$ cat src/rtl/grid_render_pkg.sv
// Shared state encoding, colours and header addresses for the grid image renderer.
package grid_render_pkg;

   typedef enum logic [2:0] {
      RD_WH,
      RD_WL,
      RD_HH,
      RD_HL,
      CALC,
      DISPLAY,
      HDR_ERR
   } state_t;

   localparam logic [23:0] DEF_LINE_COLOR = 24'hFF0000;
   localparam logic [23:0] DEF_FILL_COLOR = 24'hFFFFFF;
   localparam logic [23:0] HL_COLOR       = 24'h00FF00;

   localparam logic [17:0] ADDR_WH = 18'd0;
   localparam logic [17:0] ADDR_WL = 18'd1;
   localparam logic [17:0] ADDR_HH = 18'd4;
   localparam logic [17:0] ADDR_HL = 18'd5;

   // True when pos lies in [base, base + thick).
   function automatic logic in_band(input logic [16:0] pos, input logic [16:0] base,
                                    input logic [16:0] thick);
      return (pos >= base) && (pos < base + thick);
   endfunction

endpackage

$ cat src/rtl/pix_delay_line.sv
// Fixed-depth shift register that keeps pixel coordinates aligned with RAM read data.
module pix_delay_line #(
   parameter int unsigned Depth = 2,
   parameter int unsigned Width = 21
) (
   input  logic             clk,
   input  logic             rst,
   input  logic [Width-1:0] din,
   output logic [Width-1:0] dout
);

   logic [Width-1:0] stage_q [Depth];

   always_ff @(posedge clk) begin
      if (rst) begin
         for (int i = 0; i < int'(Depth); i++) stage_q[i] <= '0;
      end else begin
         stage_q[0] <= din;
         for (int i = 1; i < int'(Depth); i++) stage_q[i] <= stage_q[i-1];
      end
   end

   assign dout = stage_q[Depth-1];

endmodule

$ cat src/rtl/grid_image_render.sv
// Reads a width/height header from RAM, then renders grey pixels with a DIVS x DIVS grid.
// Define GRID_HIGHLIGHT_EN to outline the cell chosen by sel in green.
module grid_image_render
   import grid_render_pkg::*;
#(
   parameter int unsigned HRES       = 640,
   parameter int unsigned VRES       = 480,
   parameter int unsigned DIVS       = 4,
   parameter int unsigned LINE_W     = 1,
   parameter logic [17:0] BASE_ADDR  = 18'h10,
   parameter int unsigned RD_LAT     = 2,
   parameter logic [23:0] LINE_COLOR = DEF_LINE_COLOR,
   parameter logic [23:0] FILL_COLOR = DEF_FILL_COLOR
) (
   input  logic        clk,
   input  logic        rst,
   input  logic [9:0]  x,
   input  logic [9:0]  y,
   input  logic [7:0]  sel,
   input  logic [7:0]  q,
   output logic [17:0] rdaddress,
   output logic [7:0]  red,
   output logic [7:0]  green,
   output logic [7:0]  blue,
   output logic        hdr_ok
);

   localparam int unsigned LOG2_DIVS = $clog2(DIVS);
   localparam logic [2:0]  LAST_CNT  = 3'(RD_LAT);
   localparam logic [16:0] LW        = 17'(LINE_W);

   state_t      state_q, state_d;
   logic [2:0]  cnt_q, cnt_d;
   logic [15:0] width_q, height_q;
   logic [17:0] addr_hold_q, row_off, pix_addr;
   logic        rd_state, rd_last, hdr_bad, in_img;
   logic [9:0]  d_x, d_y;
   logic        d_flag;
   logic [16:0] pos_x, pos_y, cell_w, cell_h;
   logic        on_line, on_hl;
   logic [23:0] rgb_d, rgb_q;

   assign rd_state = state_q inside {RD_WH, RD_WL, RD_HH, RD_HL};
   assign rd_last  = (cnt_q == LAST_CNT);
   assign hdr_bad  = (width_q == '0) || (height_q == '0) ||
                     (width_q > 16'(HRES)) || (height_q > 16'(VRES));

   always_ff @(posedge clk) begin
      if (rst) begin
         state_q <= RD_WH;
         cnt_q   <= '0;
      end else begin
         state_q <= state_d;
         cnt_q   <= cnt_d;
      end
   end

   always_comb begin
      state_d = state_q;
      cnt_d   = (rd_state && !rd_last) ? cnt_q + 3'd1 : 3'd0;
      unique case (state_q)
         RD_WH:   if (rd_last) state_d = RD_WL;
         RD_WL:   if (rd_last) state_d = RD_HH;
         RD_HH:   if (rd_last) state_d = RD_HL;
         RD_HL:   if (rd_last) state_d = CALC;
         CALC:    state_d = hdr_bad ? HDR_ERR : DISPLAY;
         DISPLAY: state_d = DISPLAY;
         HDR_ERR: state_d = HDR_ERR;
         default: state_d = RD_WH;
      endcase
   end

   // Header bytes land directly in the big-endian width/height registers.
   always_ff @(posedge clk) begin
      if (rst) begin
         width_q  <= '0;
         height_q <= '0;
      end else if (rd_last) begin
         case (state_q)
            RD_WH:   width_q[15:8]  <= q;
            RD_WL:   width_q[7:0]   <= q;
            RD_HH:   height_q[15:8] <= q;
            RD_HL:   height_q[7:0]  <= q;
            default: ;
         endcase
      end
   end

   assign in_img   = ({6'd0, x} < width_q) && ({6'd0, y} < height_q);
   assign row_off  = {8'd0, y} * {2'd0, width_q};
   assign pix_addr = BASE_ADDR + row_off + {8'd0, x};

   always_comb begin
      rdaddress = addr_hold_q;
      hdr_ok    = 1'b0;
      unique case (state_q)
         RD_WH:   rdaddress = ADDR_WH;
         RD_WL:   rdaddress = ADDR_WL;
         RD_HH:   rdaddress = ADDR_HH;
         RD_HL:   rdaddress = ADDR_HL;
         DISPLAY: begin
            hdr_ok = 1'b1;
            if (in_img) rdaddress = pix_addr;
         end
         default: ;
      endcase
   end

   always_ff @(posedge clk) begin
      if (rst) addr_hold_q <= '0;
      else     addr_hold_q <= rdaddress;
   end

   pix_delay_line #(
      .Depth (RD_LAT),
      .Width (21)
   ) u_delay (
      .clk  (clk),
      .rst  (rst),
      .din  ({(state_q == DISPLAY) && in_img, y, x}),
      .dout ({d_flag, d_y, d_x})
   );

   assign pos_x  = {7'd0, d_x};
   assign pos_y  = {7'd0, d_y};
   assign cell_w = {1'b0, width_q >> LOG2_DIVS};
   assign cell_h = {1'b0, height_q >> LOG2_DIVS};

   always_comb begin
      on_line = 1'b0;
      for (int k = 1; k < int'(DIVS); k++) begin
         if (in_band(pos_x, 17'(k) * cell_w, LW) || in_band(pos_y, 17'(k) * cell_h, LW)) begin
            on_line = 1'b1;
         end
      end
   end

`ifdef GRID_HIGHLIGHT_EN
   logic [16:0] hl_x0, hl_y0;
   logic        hl_in_cell, hl_edge;

   always_comb begin
      hl_x0      = 17'(sel & 8'(DIVS - 1)) * cell_w;
      hl_y0      = 17'(sel >> LOG2_DIVS) * cell_h;
      hl_in_cell = (pos_x >= hl_x0) && (pos_x < hl_x0 + cell_w) &&
                   (pos_y >= hl_y0) && (pos_y < hl_y0 + cell_h);
      hl_edge    = in_band(pos_x, hl_x0, LW) || (pos_x + LW >= hl_x0 + cell_w) ||
                   in_band(pos_y, hl_y0, LW) || (pos_y + LW >= hl_y0 + cell_h);
      on_hl      = ({24'd0, sel} < 32'(DIVS * DIVS)) && hl_in_cell && hl_edge;
   end
`else
   logic sel_unused;
   assign sel_unused = ^sel;
   assign on_hl      = 1'b0;
`endif

   always_comb begin
      rgb_d = 24'h0;
      if (state_q == HDR_ERR) begin
         rgb_d = FILL_COLOR;
      end else if (state_q == DISPLAY) begin
         if (!d_flag)      rgb_d = FILL_COLOR;
         else if (on_hl)   rgb_d = HL_COLOR;
         else if (on_line) rgb_d = LINE_COLOR;
         else              rgb_d = {q, q, q};
      end
   end

   always_ff @(posedge clk) begin
      if (rst) rgb_q <= '0;
      else     rgb_q <= rgb_d;
   end

   assign {red, green, blue} = rgb_q;

endmodule
$ cat config.mk
export PLATFORM = sky130hd
export DESIGN_NAME = grid_image_render
export DESIGN_NICKNAME = d
export VERILOG_FILES = /design/src/rtl/grid_render_pkg.sv /design/src/rtl/pix_delay_line.sv /design/src/rtl/grid_image_render.sv
export SDC_FILE = /design/constraint.sdc
export NUM_CORES = 1
export LEC_CHECK = 0
export BUFFER_PORTS_ARGS = -buffer_cell sky130_fd_sc_hd__clkbuf_2
export CAP_MARGIN = 20
export CORE_UTILIZATION = 50
export CTS_CLUSTER_SIZE = 20
export DETAILED_ROUTE_END_ITERATION = 10
export PLACE_DENSITY = 0.68
export SYNTH_ARGS = -nofsm -noshare
export SYNTH_HDL_FRONTEND = slang
export SYNTH_SLANG_ARGS = --single-unit
export TNS_END_PERCENT = 5
$ cat constraint.sdc
create_clock -name clk -period 8.61 [get_ports clk]
set_input_delay 0.861 -clock clk [delete_from_list [all_inputs] [get_ports clk]]
set_output_delay 0.861 -clock clk [all_outputs]
set_load 0.02 [all_outputs]
==> results.sh <==
export IMPL_min_path_type="register to register"
export IMPL_synth_fp_nets=1941
export IMPL_die_area_sq_um=27500
export IMPL_met3_usage=0.0349
export IMPL_grt_pass1_vias=11100
export IMPL_p_leak_nw=6.94
export IMPL_max_freq_mhz=131
export IMPL_num_io_pins=81
export IMPL_powerDensity_nw_per_um2=131
export IMPL_n_fill_cell=2395
export IMPL_fin_ws_ns=0.947
export IMPL_wl_per_cell_um=17.4
export IMPL_grt_max_degree=82
export IMPL_rsz0062_at_grt="no"
export IMPL_cts_sinks=114
export IMPL_finalNonFillerCells=1968
export IMPL_max_clock_path_buffers=2
export IMPL_gp_congestion=0.887
export IMPL_layout_min_cycle_time_ns=7.66
export IMPL_final_setup_tns_ns=0
export IMPL_multi_input_area_sq_um=10000
export IMPL_slowest_delay_ns=0.76
export IMPL_dp_slack_ns=1.09
export IMPL_synth_top_area_share=0.209
export IMPL_cts_tree="yes"
export IMPL_grt_ovfl_total=0
export IMPL_dp_hpwl_mm=26.4
export IMPL_yosysWarnings=0
export IMPL_cts_clk_slew_worst_paths_ns=0.06
export IMPL_globalRouteMet2Util=0.425
export IMPL_path_cells="nand2_1 -> fa_1 -> inv_1 -> fa_1 -> inv_1 -> fa_1 -> inv_1 -> fa_1 -> inv_1 -> fa_1 -> inv_1 -> ha_1 -> or3_1 -> o21ai_0 -> nor2_1 -> a2111oi_0 -> nand2_1 -> a31oi_1 -> xnor2_1 -> a22o_1 -> clkbuf_2"
export IMPL_postRouteAntennaNets=0
export IMPL_critPathTopFamily="adder cells"
export IMPL_outcome="finished, final reports clean"
export IMPL_ff2ff_setup_slack_ns=2.29
export IMPL_ys_top_cells_by_area="ha_1 (21%), dfxtp_1 (17%), fa_1 (15%)"
export IMPL_startpoint_type="register"
export IMPL_synth_async_reset_ratio=0
export IMPL_place_inst=1936
export IMPL_antennaDiodeCount=0
export IMPL_slew_headroom=0.403
export IMPL_firstDrtPassIters=4
export IMPL_syn2layout_area_growth_pct=8.93
export IMPL_row_count=59
export IMPL_synth_avg_cell_area_sq_um=8.48
export IMPL_crit_buf_inv=6
export IMPL_portBuffers=72
export IMPL_clk_latency_ns=0.42
export IMPL_cp_max_fo=14
export IMPL_crit_slowest_cell="dfxtp_1"
export IMPL_tightest_slew_ns=0.895
export IMPL_setup_violations=0
export IMPL_syn_inst=1580
export IMPL_busiest_layer="met2"
export IMPL_track_usage=0.258
export IMPL_arrival_ns=6.80
export IMPL_path_class="register to output pin"
export IMPL_die_x_um=166
export IMPL_postCtsSetupRepairBufs=0
export IMPL_slew_violations=0
export IMPL_vias_per_cell=5.63
export IMPL_synth_ff_type="dfxtp_1"
export IMPL_numCtsBuffers=17
export IMPL_drc=0
export IMPL_synth_sequential_area_ratio=0.170
export IMPL_crit_required_ns=7.75
export IMPL_nets=1981
export IMPL_synth_common_cells="ha_1 (224), inv_1 (216), nand2_1 (148)"
export IMPL_die_h_um=166
export IMPL_cts_hold_buf=0
export IMPL_antenna_found_initial=0
export IMPL_first_iter_violations=556
export IMPL_root_buffer="clkbuf_16"
export IMPL_vias=11100
export IMPL_layout_drive_gt1_share=0.0759
export IMPL_synth_most_common_cell="ha_1"
export IMPL_hold_violations=0
export IMPL_synth_seq_cells=114
export IMPL_register_area_sq_um=2280
export IMPL_ctsHtreeMaxLevel=4
export IMPL_end_kind="output pin"
export IMPL_cap_viol_max_count=0
export IMPL_yosysTopAreaCell="ha_1"
export IMPL_finalCritPeriodShare=0.890
export IMPL_cts_repair_resized=0
export IMPL_drt_wl_total_mm=34.2
export IMPL_core_area_sq_um=26200
export IMPL_grt_pass1_wl_mm=57.3
export IMPL_synth_distinct_cells=68
export IMPL_gr_usage_met1=0.353
export IMPL_peakVddDrop_uv=134
export IMPL_synth_area_sq_um=13400
export IMPL_fin_skew_ns=0.00787
export IMPL_synth_edf_count=0
export IMPL_start_util=0.511
## power breakdown
| part | total (mW) | internal (mW) | switching [mW] |
|---|---|---|---|
| Combinational | 0.584 | 0.232 | 0.351 |
| Clock | 0.743 | 0.467 | 0.277 |
| Sequential | 0.588 | 0.548 | 0.0400 |
| Total | 1.92 | 1.25 | 0.668 |
## path summary, 6_finish.rpt
check,cells past startpoint,endpoint,from
worst max-delay path,21,rdaddress[16],width_q[5]$_SDFFE_PP0P_
worst min-delay path,1,u_delay.stage_q[0][39]$_SDFF_PP0_,u_delay.stage_q[0][18]$_SDFF_PP0_
worst max register to register,20,addr_hold_q[16]$_SDFF_PP0_,width_q[5]$_SDFFE_PP0P_
worst min register to register,1,u_delay.stage_q[0][39]$_SDFF_PP0_,u_delay.stage_q[0][18]$_SDFF_PP0_
## routing by layer
| metal | vias to the layer above | wire [um] |
|---|---|---|
| met1 | 5359 | 16000 |
| met3 | 44 | 1900 |
| met2 | 285 | 15600 |
| met5 | - | 0 |
| met4 | 0 | 656 |
| li1 | 5388 | - |
## sequential cells by signal, summed over array words and instances (netlist names)
register / cells
width_q: 16
cnt_q: 3
u_delay.stage_q: 42
addr_hold_q: 18
state_q: 3
rgb_q: 16
height_q: 16
## cell usage in the layout, fill, tap and decap left out, types with 7 or more instances in the layout
master / count
a31oi_1: 8
and3_1: 10
nand2_1: 148
nor4_1: 8
mux2i_1: 31
clkbuf_2: 72
nor3_1: 19
o21ai_0: 54
dfxtp_1: 114
xor2_1: 16
buf_4: 8
inv_1: 216
a21oi_1: 74
a22o_1: 20
nor2b_1: 48
o21a_1: 18
a211oi_1: 15
o211ai_1: 11
ha_1: 224
xnor2_1: 57
nand3_1: 35
nand2b_1: 14
or3_1: 7
clkbuf_16: 17
o31ai_1: 7
a21o_1: 28
fa_1: 99
nor2_1: 93
and2_1: 62
## final cells by class
cell class,instances,share of cell area
Inverter,216,0.0556
Tap cell,335,0.0287
Clock inverter,14,0.0122
Multi-Input combinational cell,1191,0.688
Sequential cell,114,0.156
Clock buffer,18,0.0301
Timing Repair Buffer,80,0.0288
## metrics by stage
| stage | area [sq um] | hold slack [ns] | power [mW] | utilization |
|---|---|---|---|---|
| after floorplan | 13400 | 0.414 | 0.999 | - |
| after global placement | 14000 | 0.418 | 1.16 | 0.533 |
| after detailed placement | 14000 | 0.420 | 1.17 | 0.533 |
| after global routing | 14600 | 0.442 | 2.02 | 0.557 |
| after CTS | 14600 | 0.435 | 1.92 | 0.557 |
| final | 14600 | 0.431 | 1.92 | 0.557 |
## cell families (layout without fill, tap and decap cells)
kind of cell | Yosys count | in the layout | synth area share
and+or+nand+nor | 470 | 470 | 0.174
adders and majority gates | 323 | 323 | 0.357
AOI/OAI and AO/OA | 294 | 294 | 0.148
buffers and inverters | 275 | 328 | 0.0799
DFF | 114 | 114 | 0.170
xor gates and xnor gates | 73 | 73 | 0.0477
muxes | 31 | 31 | 0.0232
Power figures use the tool's default switching activity.
